## src/rtl/param_code_detector.sv

```systemverilog
`default_nettype none
// +----------------------------------------------------------------------------+
// | Module      : param_code_detector                                          |
// | Description : Programmable keypad code detector with unlock hold, error    |
// |               pulse and, when CODE_LOCKOUT_EN is defined, a lockout after  |
// |               MAX_FAILS consecutive wrong codes.                           |
// | Revision    : 1.0 - initial release                                        |
// +----------------------------------------------------------------------------+
module param_code_detector #(
  parameter int                            NUM_BTN      = 3,
  parameter int                            CODE_LEN     = 4,
  parameter logic [NUM_BTN*CODE_LEN-1:0]   DEFAULT_CODE = 12'h88C,
  parameter int                            UNLOCK_CYC   = 4,
  parameter int                            MAX_FAILS    = 3,
  parameter int                            LOCK_CYC     = 16,
  localparam int                           IDX_W        = (CODE_LEN > 1) ? $clog2(CODE_LEN) : 1
) (
  input  logic               Clk,
  input  logic               Rst,
  input  logic               S,
  input  logic [NUM_BTN-1:0] Btn,
  input  logic               BtnVld,
  input  logic               CodeWr,
  input  logic [IDX_W-1:0]   CodeIdx,
  input  logic [NUM_BTN-1:0] CodeData,
  output logic               U,
  output logic               Err,
  output logic               Locked
);

  typedef enum logic [1:0] {
    ST_WAIT    = 2'd0,
    ST_ENTRY   = 2'd1,
    ST_UNLOCK  = 2'd2,
    ST_LOCKOUT = 2'd3
  } state_t;

  localparam int               UCNT_W      = (UNLOCK_CYC > 1) ? $clog2(UNLOCK_CYC) : 1;
  localparam logic [IDX_W-1:0] c_IDX_LAST  = IDX_W'(CODE_LEN - 1);
  localparam logic [UCNT_W-1:0] c_UCNT_LAST = UCNT_W'(UNLOCK_CYC - 1);

  state_t             r_state;
  state_t             w_next;
  logic [IDX_W-1:0]   r_idx;
  logic               r_mismatch;
  logic [NUM_BTN-1:0] r_code [CODE_LEN];
  logic [UCNT_W-1:0]  r_ucnt;
  logic               r_u;
  logic               r_err;

  logic w_press_bad;
  logic w_last;
  logic w_fail;
  logic w_pass;
  logic w_code_wr;
  logic w_lock_trip;

  // A non-one-hot press can never match, even if the stored slot is itself non-one-hot.
  assign w_press_bad = !$onehot(Btn) || (Btn != r_code[r_idx]);
  assign w_last      = (r_state == ST_ENTRY) && S && BtnVld && (r_idx == c_IDX_LAST);
  assign w_fail      = w_last && (r_mismatch || w_press_bad);
  assign w_pass      = w_last && !(r_mismatch || w_press_bad);
  assign w_code_wr   = (r_state == ST_WAIT) && CodeWr && (32'(CodeIdx) < CODE_LEN);

`ifdef CODE_LOCKOUT_EN
  localparam int                FAIL_W      = $clog2(MAX_FAILS + 1);
  localparam int                LCNT_W      = (LOCK_CYC > 1) ? $clog2(LOCK_CYC) : 1;
  localparam logic [FAIL_W-1:0] c_FAIL_MAX  = FAIL_W'(MAX_FAILS);
  localparam logic [LCNT_W-1:0] c_LCNT_LAST = LCNT_W'(LOCK_CYC - 1);

  logic [FAIL_W-1:0] r_fails;
  logic [LCNT_W-1:0] r_lcnt;
  logic              r_locked;

  assign w_lock_trip = w_fail && (r_fails >= (c_FAIL_MAX - FAIL_W'(1)));
  assign Locked      = r_locked;

  always_ff @(posedge Clk) begin
    if (!Rst) begin
      r_fails  <= '0;
      r_lcnt   <= '0;
      r_locked <= 1'b0;
    end else begin
      r_locked <= (w_next == ST_LOCKOUT);
      r_lcnt   <= (r_state == ST_LOCKOUT) ? r_lcnt + 1'b1 : '0;
      if (w_pass || ((r_state == ST_LOCKOUT) && (w_next == ST_WAIT)))
        r_fails <= '0;
      else if (w_fail && (r_fails != c_FAIL_MAX))
        r_fails <= r_fails + 1'b1;
    end
  end
`else
  // Failure-count parameters only shape the lockout build.
  if ((MAX_FAILS < 1) || (LOCK_CYC < 1)) begin : g_lockout_params_idle
  end

  assign w_lock_trip = 1'b0;
  assign Locked      = 1'b0;
`endif

  always_comb begin
    w_next = r_state;
    case (r_state)
      ST_WAIT: begin
        if (S) w_next = ST_ENTRY;
      end
      ST_ENTRY: begin
        if (!S)          w_next = ST_WAIT;
        else if (w_pass) w_next = ST_UNLOCK;
        else if (w_fail) w_next = w_lock_trip ? ST_LOCKOUT : ST_WAIT;
      end
      ST_UNLOCK: begin
        if (r_ucnt == c_UCNT_LAST) w_next = ST_WAIT;
      end
      ST_LOCKOUT: begin
`ifdef CODE_LOCKOUT_EN
        if (r_lcnt == c_LCNT_LAST) w_next = ST_WAIT;
`else
        w_next = ST_WAIT;
`endif
      end
      default: w_next = ST_WAIT;
    endcase
  end

  always_ff @(posedge Clk) begin
    if (!Rst) begin
      r_state    <= ST_WAIT;
      r_idx      <= '0;
      r_mismatch <= 1'b0;
      r_ucnt     <= '0;
      r_u        <= 1'b0;
      r_err      <= 1'b0;
      for (int i = 0; i < CODE_LEN; i++)
        r_code[i] <= DEFAULT_CODE[i*NUM_BTN +: NUM_BTN];
    end else begin
      r_state <= w_next;
      r_u     <= (w_next == ST_UNLOCK);
      r_err   <= w_fail;
      r_ucnt  <= (r_state == ST_UNLOCK) ? r_ucnt + 1'b1 : '0;
      if (w_code_wr)
        r_code[CodeIdx] <= CodeData;
      // Every press is consumed so the error position is never revealed by timing.
      if (r_state == ST_WAIT) begin
        r_idx      <= '0;
        r_mismatch <= 1'b0;
      end else if ((r_state == ST_ENTRY) && BtnVld) begin
        r_idx      <= r_idx + 1'b1;
        r_mismatch <= r_mismatch | w_press_bad;
      end
    end
  end

  assign U   = r_u;
  assign Err = r_err;

endmodule
`default_nettype wire
```

## config.mk

```make
export PLATFORM = sky130hd
export DESIGN_NAME = param_code_detector
export DESIGN_NICKNAME = d
export VERILOG_FILES = /design/src/rtl/param_code_detector.sv
export SDC_FILE = /design/constraint.sdc
export NUM_CORES = 1
export LEC_CHECK = 0
export ABC_AREA = 1
export CAP_MARGIN = 20
export CORE_MARGIN = 8
export CORE_UTILIZATION = 45
export CTS_BUF_LIST = sky130_fd_sc_hd__clkbuf_4
export DETAILED_ROUTE_END_ITERATION = 8
export PLACE_DENSITY = 0.68
export SYNTH_ARGS = -nofsm -noshare
export SYNTH_HDL_FRONTEND = slang
export SYNTH_SLANG_ARGS = --single-unit
```

## constraint.sdc

```tcl
create_clock -name Clk -period 1.91 [get_ports Clk]
set_clock_uncertainty 0.15 [all_clocks]
set_input_delay 0.2865 -clock Clk [delete_from_list [all_inputs] [get_ports Clk]]
set_output_delay 0.2865 -clock Clk [all_outputs]
set_load 0.01 [all_outputs]
```

==> results of run 1 <==
-- final timing paths --
check / from / to / slack [ns] / cells after the start
min: r_ucnt[0] / r_ucnt[0] / 0.28 / 1
min reg2reg: r_ucnt[0] / r_ucnt[0] / 0.28 / 1
max reg2reg: r_state[1] / r_code[1][1] / 0.26 / 7
max: Btn[0] / U / 0.13 / 8
-- registers in the layout (all words and copies together), names as in the netlist, named ones only --
name        flops
Err             1
U               1
r_code         12
r_idx           2
r_mismatch      1
r_state         2
r_ucnt          2
-- metrics by stage --
stage | instance area, um2 | power (mW) | worst slack (ns)
2_1_floorplan | 1120 | 0.611 | 0.346
3_3_place_gp | 1340 | 0.660 | -0.171
3_5_place_dp | 1340 | 0.665 | -0.203
4_1_cts | 1370 | 0.893 | 0.126
5_1_grt | 1370 | 0.929 | 0.0322
6_report | 1370 | 0.886 | 0.125
-- cells by family after synthesis --
family / count (synthesis) / synth area share [%]
other: 1 / 0.335
adder cells (fa/ha/maj): 3 / 4.02
AO/OA/AOI/OAI: 6 / 3.35
flip-flops: 23 / 51.8
buffers and inverters: 17 / 6.03
XOR/XNOR: 1 / 0.782
AND/OR/NAND/NOR: 74 / 33.6
-- cells in the mapped netlist (2+ instances only) --
| library cell | count |
|---|---|
| sky130_fd_sc_hd__o21ai_0 | 2 |
| sky130_fd_sc_hd__nor3_2 | 2 |
| sky130_fd_sc_hd__nand3_1 | 8 |
| sky130_fd_sc_hd__dfxtp_1 | 11 |
| sky130_fd_sc_hd__nor2_1 | 16 |
| sky130_fd_sc_hd__nor2_2 | 2 |
| sky130_fd_sc_hd__edfxtp_1 | 12 |
| sky130_fd_sc_hd__nand2_2 | 3 |
| sky130_fd_sc_hd__nand3_2 | 4 |
| sky130_fd_sc_hd__nand2_1 | 31 |
| sky130_fd_sc_hd__nor3_1 | 2 |
| sky130_fd_sc_hd__inv_2 | 4 |
| sky130_fd_sc_hd__inv_1 | 12 |
| sky130_fd_sc_hd__nor2_4 | 4 |
| sky130_fd_sc_hd__ha_1 | 2 |
-- power breakdown --
group,internal [mW],switching (mW)
Combinational,0.0535,0.0598
Sequential,0.534,0.00667
Clock,0.0957,0.136
Total,0.683,0.203
-- cell usage in the layout (no fill, tap or decap), types with 2 or more instances in the layout --
cell	netlist	final
sky130_fd_sc_hd__buf_4	1	6
sky130_fd_sc_hd__clkbuf_4	0	4
sky130_fd_sc_hd__clkdlybuf4s50_1	0	14
sky130_fd_sc_hd__dfxtp_1	11	11
sky130_fd_sc_hd__edfxtp_1	12	12
sky130_fd_sc_hd__ha_1	2	2
sky130_fd_sc_hd__inv_1	12	12
sky130_fd_sc_hd__inv_2	4	4
sky130_fd_sc_hd__nand2_1	31	31
sky130_fd_sc_hd__nand2_2	3	3
sky130_fd_sc_hd__nand3_1	8	8
sky130_fd_sc_hd__nand3_2	4	4
sky130_fd_sc_hd__nor2_1	16	16
sky130_fd_sc_hd__nor2_2	2	2
sky130_fd_sc_hd__nor2_4	4	4
sky130_fd_sc_hd__nor3_1	2	2
sky130_fd_sc_hd__nor3_2	2	2
sky130_fd_sc_hd__o21ai_0	2	2
-- per-layer routing --
layer	part of all wire, %	routed length [um]	vias to the layer above	GRT usage [%]
li1	-	-	444	-
met1	47	942	374	11.8
met2	48	966	14	16.7
met3	2.3	46	4	2.37
met4	2.0	40	0	6.81
met5	0	0	-	0
-- layout make-up --
cell class                 count  area share [%]
timing repair buffer          20            13.6
sequential                    23            42.5
tap                           30            2.75
multi-input combinational     85            34.6
inverter                      16            4.40
clock buffer                   4            2.20
==> load_flow_metrics.sql, run 1 <==
INSERT INTO impl_metrics (metric_group, metric, value, unit) VALUES
('clock_network', 'h-tree-depth', '1', ''),
('die', 'std_cell_rows', '18', ''),
('synth', 'ys_top_cells_by_area', 'sky130_fd_sc_hd__edfxtp_1 32%, sky130_fd_sc_hd__dfxtp_1 20%, sky130_fd_sc_hd__nand2_1 10%, sky130_fd_sc_hd__nor2_1 5.4%, sky130_fd_sc_hd__inv_1 4.0%', ''),
('worst_setup_path', 'critical-path-slowest-cell', 'sky130_fd_sc_hd__fa_1', ''),
('finish', 'fin_nets', '165', ''),
('clock_network', 'post_cts_buffers', '0', ''),
('worst_setup_path', 'type_of_the_setup_path_with_the_least_slack', 'primary input to flip-flop', ''),
('sta', 'timing.fmax', '0.560', 'GHz'),
('die', 'ios', '16', ''),
('die', 'initial_utilization', '46.5', '%'),
('sta', 'setup_viol', '0', ''),
('synth', 'post_synthesis_net_count', '141', ''),
('synth', 'unique_masters_post_synth', '25', ''),
('global_routing', 'largest_net_degree_at_the_start_of_global_routing', '13', ''),
('power_and_ir_drop', 'cellLeakagePower', '0.580', 'nW'),
('worst_setup_path', 'cp.arrival', '1.90', 'ns'),
('global_routing', 'grt_overflow', '0', ''),
('finish', 'layout.area.seq', '581', 'um2'),
('global_routing', 'gr-usage-all-layers', '10.3', '%'),
('clock_network', 'worstSkewPairLatency', '0.31', 'ns'),
('detailed_routing', 'routed_wirelength', '2000', 'um'),
('sta', 'drv_slew', '0', ''),
('sta', 'final.setup.tns', '0', 'ns'),
('clock_network', 'tritoncts', 'done', ''),
('detailed_routing', 'post-route-drc-count', '0', ''),
('placement', 'final_weighted_congestion_in_routability_driven_placement', '0.756', ''),
('worst_setup_path', 'longest_individual_stage_delay_on_the_worst_path', '0.49', 'ns'),
('sta', 'final.hold.worst_slack', '0.277', 'ns'),
('finish', 'fraction_of_final_layout_cells_sized_beyond_drive_strength_1', '20.3', '%'),
('synth', 'number_of_warnings_printed_during_yosys_synthesis', '0', ''),
('detailed_routing', 'vias_per_cell', '4.70', ''),
('worst_setup_path', 'cp_data_required_time', '2.02', 'ns'),
('global_routing', 'number_of_global_route_vias_before_repair', '843', ''),
('synth', 'yosys.area.top_type', 'sky130_fd_sc_hd__edfxtp_1', ''),
('global_routing', 'number_of_antenna_violations_at_the_first_check_in_global_routing', '0', ''),
('worst_setup_path', 'timing.critical_path.from_type', 'primary input', ''),
('sta', 'period_needed', '1.78', 'ns'),
('placement', 'place_hpwl', '1660', 'um'),
('clock_network', 'clock_sink_count', '23', ''),
('run_status', 'status', 'completed', ''),
('clock_network', 'ctsHoldBuffers', '0', ''),
('worst_hold_path', 'min-delay-path-class', 'flip-flop to flip-flop', ''),
('power_and_ir_drop', 'worst_vdd_ir', '0.460', 'mV'),
('worst_setup_path', 'maximum_fanout_encountered_on_the_critical_timing_path', '3', ''),
('finish', 'multi_input_logic_area', '472', 'um2'),
('synth', 'synth-async-reset-ratio', '0', '%'),
('synth', 'synth_area', '0.00112', 'mm2'),
('placement', 'placed_cells', '174', ''),
('synth', 'synthesis.area_per_instance', '8.96', 'um2'),
('detailed_routing', 'vias', '836', ''),
('detailed_routing', 'dr_pass1_iterations', '4', ''),
('die', 'fp.dieArea', '0.00434', 'mm2'),
('clock_network', 'clock_tree.root_cell', 'sky130_fd_sc_hd__clkbuf_4', ''),
('clock_network', 'clk_pin_slew_worst_paths', '0.12', 'ns'),
('worst_setup_path', 'critical_path_cell_sequence', 'clkdlybuf4s50_1 > inv_1 > fa_1 > nor3b_1 > nand2_2 > nor2_4 > nand3_2 > nand2_1', ''),
('worst_setup_path', 'worstPathBufferInverterCount', '2', ''),
('die', 'placeableCoreArea', '0.00241', 'mm2'),
('detailed_routing', 'wl_per_cell', '11.2', 'um'),
('detailed_routing', 'final_antenna_net_count', '0', ''),
('finish', 'finalNonFillerCells', '178', ''),
('synth', 'synth_largest_type_area_fraction', '32.2', '%'),
('finish', 'n_antenna_cell', '0', ''),
('synth', 'synth_seq_area_share', '51.8', '%'),
('die', 'dieHeight', '65.9', 'um'),
('finish', 'fill_cells', '230', ''),
('synth', 'yosys_most_used_dff', 'sky130_fd_sc_hd__edfxtp_1', ''),
('die', 'fp.dieW', '65.9', 'um'),
('finish', 'synthToLayoutAreaGrowth', '21.9', '%'),
('clock_network', 'cts_resized', '0', ''),
('sta', 'layout_worst_path_cycle_share', '93.4', '%'),
('worst_setup_path', 'end_kind', 'flip-flop', '');
No activity file was read; power rests on OpenSTA's default activity.
==> run 2, diff against run 1 <==
--- a/config.mk
+++ b/config.mk
@@ -12,6 +12,7 @@
 export CTS_BUF_LIST = sky130_fd_sc_hd__clkbuf_4
 export DETAILED_ROUTE_END_ITERATION = 8
 export PLACE_DENSITY = 0.68
+export SLEW_MARGIN = 20
 export SYNTH_ARGS = -nofsm -noshare
 export SYNTH_HDL_FRONTEND = slang
 export SYNTH_SLANG_ARGS = --single-unit
==> results of run 2 <==
Final layout, timing and power as in run 1 (identical DEF).
==> edit 1: new RTL, flow settings as in run 2 <==
The 4 states of `state_t` get a one-hot encoding in 4 bits.
--- a/src/rtl/param_code_detector.sv
+++ b/src/rtl/param_code_detector.sv
@@ -30,7 +30,7 @@
 
-  typedef enum logic [1:0] {
-    ST_WAIT    = 2'd0,
-    ST_ENTRY   = 2'd1,
-    ST_UNLOCK  = 2'd2,
-    ST_LOCKOUT = 2'd3
+  typedef enum logic [3:0] {
+    ST_WAIT    = 4'b0001,
+    ST_ENTRY   = 4'b0010,
+    ST_UNLOCK  = 4'b0100,
+    ST_LOCKOUT = 4'b1000
   } state_t;
Function: same outputs for any inputs over 10 cycles, from zero or initial values and one cycle with Rst low; not proved beyond that.
==> edit 1 against run 2 <==
Sequential cell count rose by 2. Power is 6.0% higher. Register-to-register slack got worse by 0.13 ns. Worst setup slack worse by 0.039 ns. Area after synthesis is 8.5% higher. Final area up 8.9%. Combinational power about the same. Routed wire length up 13%. Worst hold slack worse by 0.048 ns. Critical path type unchanged. Sequential power up 7.4%. Highest routed layer unchanged. Synthesized cell count is 16% higher. Clock power grew 6%.
==> edit 1: results (changes against run 2) <==
[synthesis]
synthTopCellsByArea=edfxtp_1 (30%), dfxtp_1 (21%), nand2_1 (11%)
syn_avg_cell_area_sq_um=8.38  ; -6.5%
synth_ff_type=dfxtp_1
synth.distinct_cells=26  ; +4.0%
synthesis.area_sq_um=1210  ; +8.5%
yosys-top-cells-count=nand2_1 (37), inv_1 (17), dfxtp_1 (13), nand3_1 (13), nor2_1 (13)

[global_routing]
grt_pass1_wl_um=3750  ; +8.4%
grt_max_degree=16  ; +3

[layout]
drive_gt1_share_pct=20.6  ; +0.32 points
n_fill_cell=250  ; +8.7%
num-nets-final=187  ; +13%

[sta]
hold_ws_ns=0.230  ; -0.0476 ns

[power_and_ir_drop]
cellLeakagePower_uw=0.000657  ; +13%
vdd_drop_max_v=0.000403  ; -12%

[setup_path]
r2r_cells=9  ; +2
r2r-end=r_code[2][2]$_SDFFCE_PN0P_
ff2ff_setup_slack_ns=0.13  ; -0.13 ns

[worst_hold_path]
hold_depth=5  ; +4
min_to=r_mismatch$_SDFFE_PP0P_
min_path_type=primary input to flop
min_from=Btn[1]

[route]
wire_per_inst_um=11.2  ; +0.14%
num_vias=976  ; +17%

[place]
place_ws_ns=-0.303  ; -0.0993 ns

[clocking]
cts.clk_slew.worst_paths_ns=0.14  ; +0.02 ns
clock_latency_ns=0.33  ; +0.02 ns

[outcome]
status=complete, no violations

-- edit 1: cell count changes after synthesis, moves of 3 or more --
cell     change
inv_2        +3
nor2_1       -3
nand2_1      +6
a21oi_1      +4
nand3_1      +5
inv_1        +5
nand3_2      -4
-- edit 1: metal layers --
metal | up-vias | wire length, um
met4 | 0 | 35
li1 | 512 | -
met2 | 12 | 1140
met3 | 5 | 102
met5 | - | 0
met1 | 447 | 980
-- edit 1: final cells by class --
cell class                 instances  area share [%]
clock buffer                       3            1.52
clock inverter                     1           0.421
inverter                          24            6.06
multi-input combinational         96            34.4
sequential                        25            41.8
tap                               31            2.61
timing repair buffer              21            13.1
-- edit 1: critical path, delay by kind of cell --
family,cells,cell delay (ns)
adder cells (fa/ha/maj),1,0.46
buffers and inverters,2,0.55
AND/OR/NAND/NOR,8,0.60
-- edit 1: worst max path at each step --
stage / slack (ns) / cells after the start / end
2_1_floorplan: 0.28 / 8 / r_code[3][0]$_DFFE_PP_
3_3_place_gp: -0.26 / 11 / r_state[0]$_SDFF_PN1_
3_5_place_dp: -0.30 / 11 / r_state[0]$_SDFF_PN1_
4_1_cts: 0.05 / 10 / r_state[2]$_SDFF_PN0_
5_1_grt: -0.03 / 9 / r_code[1][1]$_SDFFCE_PN0P_
6_report: 0.09 / 11 / r_state[0]$_SDFF_PN1_
-- edit 1: cell families (layout without fill, tap and decap cells) --
logic type	Yosys count	count (layout)	synth area share, %
other cells	1	2	0.309
simple gates	79	79	31.5
compound gates	12	12	5.36
flops	25	25	51.1
fa+ha+maj	3	3	3.71
buf+inv	25	49	8.03
-- edit 1: where the power goes --
part	internal (uW)	switching, uW
registers	576	5.37
clock network	81.7	163
logic	52.6	60.6
==> edit 2: new RTL, settings of run 2 <==
Made on the original files. `UNLOCK_CYC`: 4 -> 8.
--- a/src/rtl/param_code_detector.sv
+++ b/src/rtl/param_code_detector.sv
@@ -12,3 +12,3 @@
   parameter logic [NUM_BTN*CODE_LEN-1:0]   DEFAULT_CODE = 12'h88C,
-  parameter int                            UNLOCK_CYC   = 4,
+  parameter int                            UNLOCK_CYC   = 8,
   parameter int                            MAX_FAILS    = 3,
Check against the original RTL: not equivalent (a bounded check fails within 10 cycles, from zero or initial values and one cycle with Rst low).
==> edit 2 against run 2 <==
Final area is 6.9% higher. Area after synthesis up 3.0%. Synthesized cell count increased by 4.0%. Count of clock-buffer cells in the layout is 1 lower. Via count increased by 3.0%. Power grew 16%. Worst setup slack better by 0.032 ns. Sequential cell count is 1 higher. Critical path depth did not move. Clock power up 55%. Core utilization grew 2.8 points. Routed wire length grew 1.9%. Critical path type unchanged. Critical endpoint is now r_state[1]$_SDFF_PN0_.
==> edit 2: results (changes against run 2) <==
[setup_path]
r2r-end=r_code[0][2]$_SDFFCE_PN1P_
crit_arrival_ns=1.87  ; -0.03 ns
r2r-start=r_state[1]$_SDFF_PN0_
ff2ff_setup_slack_ns=0.34  ; +0.08 ns
worst_path_max_delay_cell=clkdlybuf4s50_1
crit_fanout=3  ; unchanged
r2r_cells=7  ; unchanged
worst_path_largest_cell_delay_ns=0.48
crit_family=buffers and inverters

[global_routing]
grt_antenna_before_repair=0  ; unchanged
first_global_vias=908  ; +7.7%
grt_max_degree=15  ; +2
gr-total-overflow=0  ; unchanged
grt_pass1_wl_um=3640  ; +5.2%
grt_use_total_pct=10.4  ; +0.054 points

[clocking]
post_cts_buffers=0  ; unchanged
cts_made_buffers=3  ; unchanged
cts.clk_slew.worst_paths_ns=0.13
clock_latency_ns=0.31  ; about the same
cts_buffer_depth=2  ; unchanged
post_cts_resize_count=0  ; unchanged
root_buffer=clkbuf_4

[synthesis]
synthCells=130  ; +4.0%
synthTopCellsByArea=edfxtp_1 (31%), dfxtp_1 (21%), nand2_1 (9.8%)
synthArstFlopShare_pct=0  ; unchanged
synth_seq_area_share_pct=52.1  ; +0.22 points
yosys-top-cells-count=nand2_1 (30), nor2_1 (19), inv_1 (16)
syn_nets=147  ; +4.3%
synth.distinct_cells=23  ; -8.0%
yosys_warnings=0  ; unchanged
synth_ff_type=edfxtp_1

[worst_hold_path]
min_from=r_ucnt[0]$_SDFF_PN0_
min_to=r_ucnt[0]$_SDFF_PN0_
min_path_type=flop to flop
hold_depth=1  ; unchanged

[route]
wire_per_inst_um=10.8  ; -3.6%
num_vias=861  ; +3.0%
drt_iter0_drc=35  ; +52%
drtPass1Iterations=4  ; unchanged

[place]
dp_hpwl_um=1730  ; +4.0%
place_area_sq_um=1410  ; +5.3%
place_inst=184  ; +5.7%
place_ws_ns=-0.191  ; +0.0125 ns
numPortBuffers=14  ; unchanged
gp_congestion=0.775  ; +2.5%

[layout]
antenna_cells=0  ; unchanged
reg_top3=r_code: 12 flops, r_ucnt: 3 flops
num-nets-final=176  ; +6.7%
finalNonFillerCells=188  ; +5.6%
drive_gt1_share_pct=21.5  ; +1.2 points

[sta]
hold_ws_ns=0.277  ; -0.000536 ns

[power_and_ir_drop]
vdd_drop_max_v=0.000549  ; +19%
cellLeakagePower_uw=0.000642  ; +11%

[job]
drv_cap=0  ; unchanged

[outcome]
status=complete, no violations

edit 2: changes by cell type in the layout (fill, tap and decap cells not counted), sizes merged, moves of 2 or more:
cell / before / now
nand2: 34 / 32
nor2: 22 / 24
nor3: 4 / 1
inv: 16 / 19
a21oi: 1 / 3
buf: 6 / 11
edit 2: metal layers:
metal  GRT usage (%)  routed length (um)  vias to the layer above
li1                -                   -                      468
met4            4.80                  27                        0
met3            2.68                 103                        4
met1            12.1                 927                      374
met2            17.2                 974                       15
met5               0                   0                        -
edit 2: layout make-up:
cell class	instances	area, sq um
Multi-Input combinational cell	86	474
Clock inverter	1	30.0
Tap cell	30	37.5
Timing Repair Buffer	25	223
Fill cell	213	996
Sequential cell	24	601
Clock buffer	3	22.5
Inverter	19	71.3
edit 2: power by group:
| group | internal, uW | switching, uW |
|---|---|---|
| sequential | 553 | 5.24 |
| combinational | 52.9 | 55.9 |
| clock | 212 | 148 |
| total | 818 | 209 |
edit 2: kinds of logic (layout without fill, tap and decap cells):
| logic type | count (synthesis) | after routing | synth area share, % |
|---|---|---|---|
| simple gates | 73 | 73 | 31.9 |
| other cells | 1 | 1 | 0.325 |
| fa+ha+maj | 4 | 4 | 4.99 |
| compound gates | 8 | 8 | 3.90 |
| buf+inv | 20 | 48 | 6.83 |
| flops | 24 | 24 | 52.1 |
edit 2: worst max path at each step:
stage	endpoint	start	slack (ns)
final	r_state[1]$_SDFF_PN0_	Btn[0]	0.16
after global placement	r_state[1]$_SDFF_PN0_	Btn[0]	-0.16
after CTS	Err$_SDFF_PN0_	Btn[0]	0.16
after detailed placement	r_state[1]$_SDFF_PN0_	Btn[0]	-0.19
after floorplan	r_mismatch$_SDFFE_PP0P_	Btn[0]	0.39
after global routing	r_state[1]$_SDFF_PN0_	Btn[0]	0.04
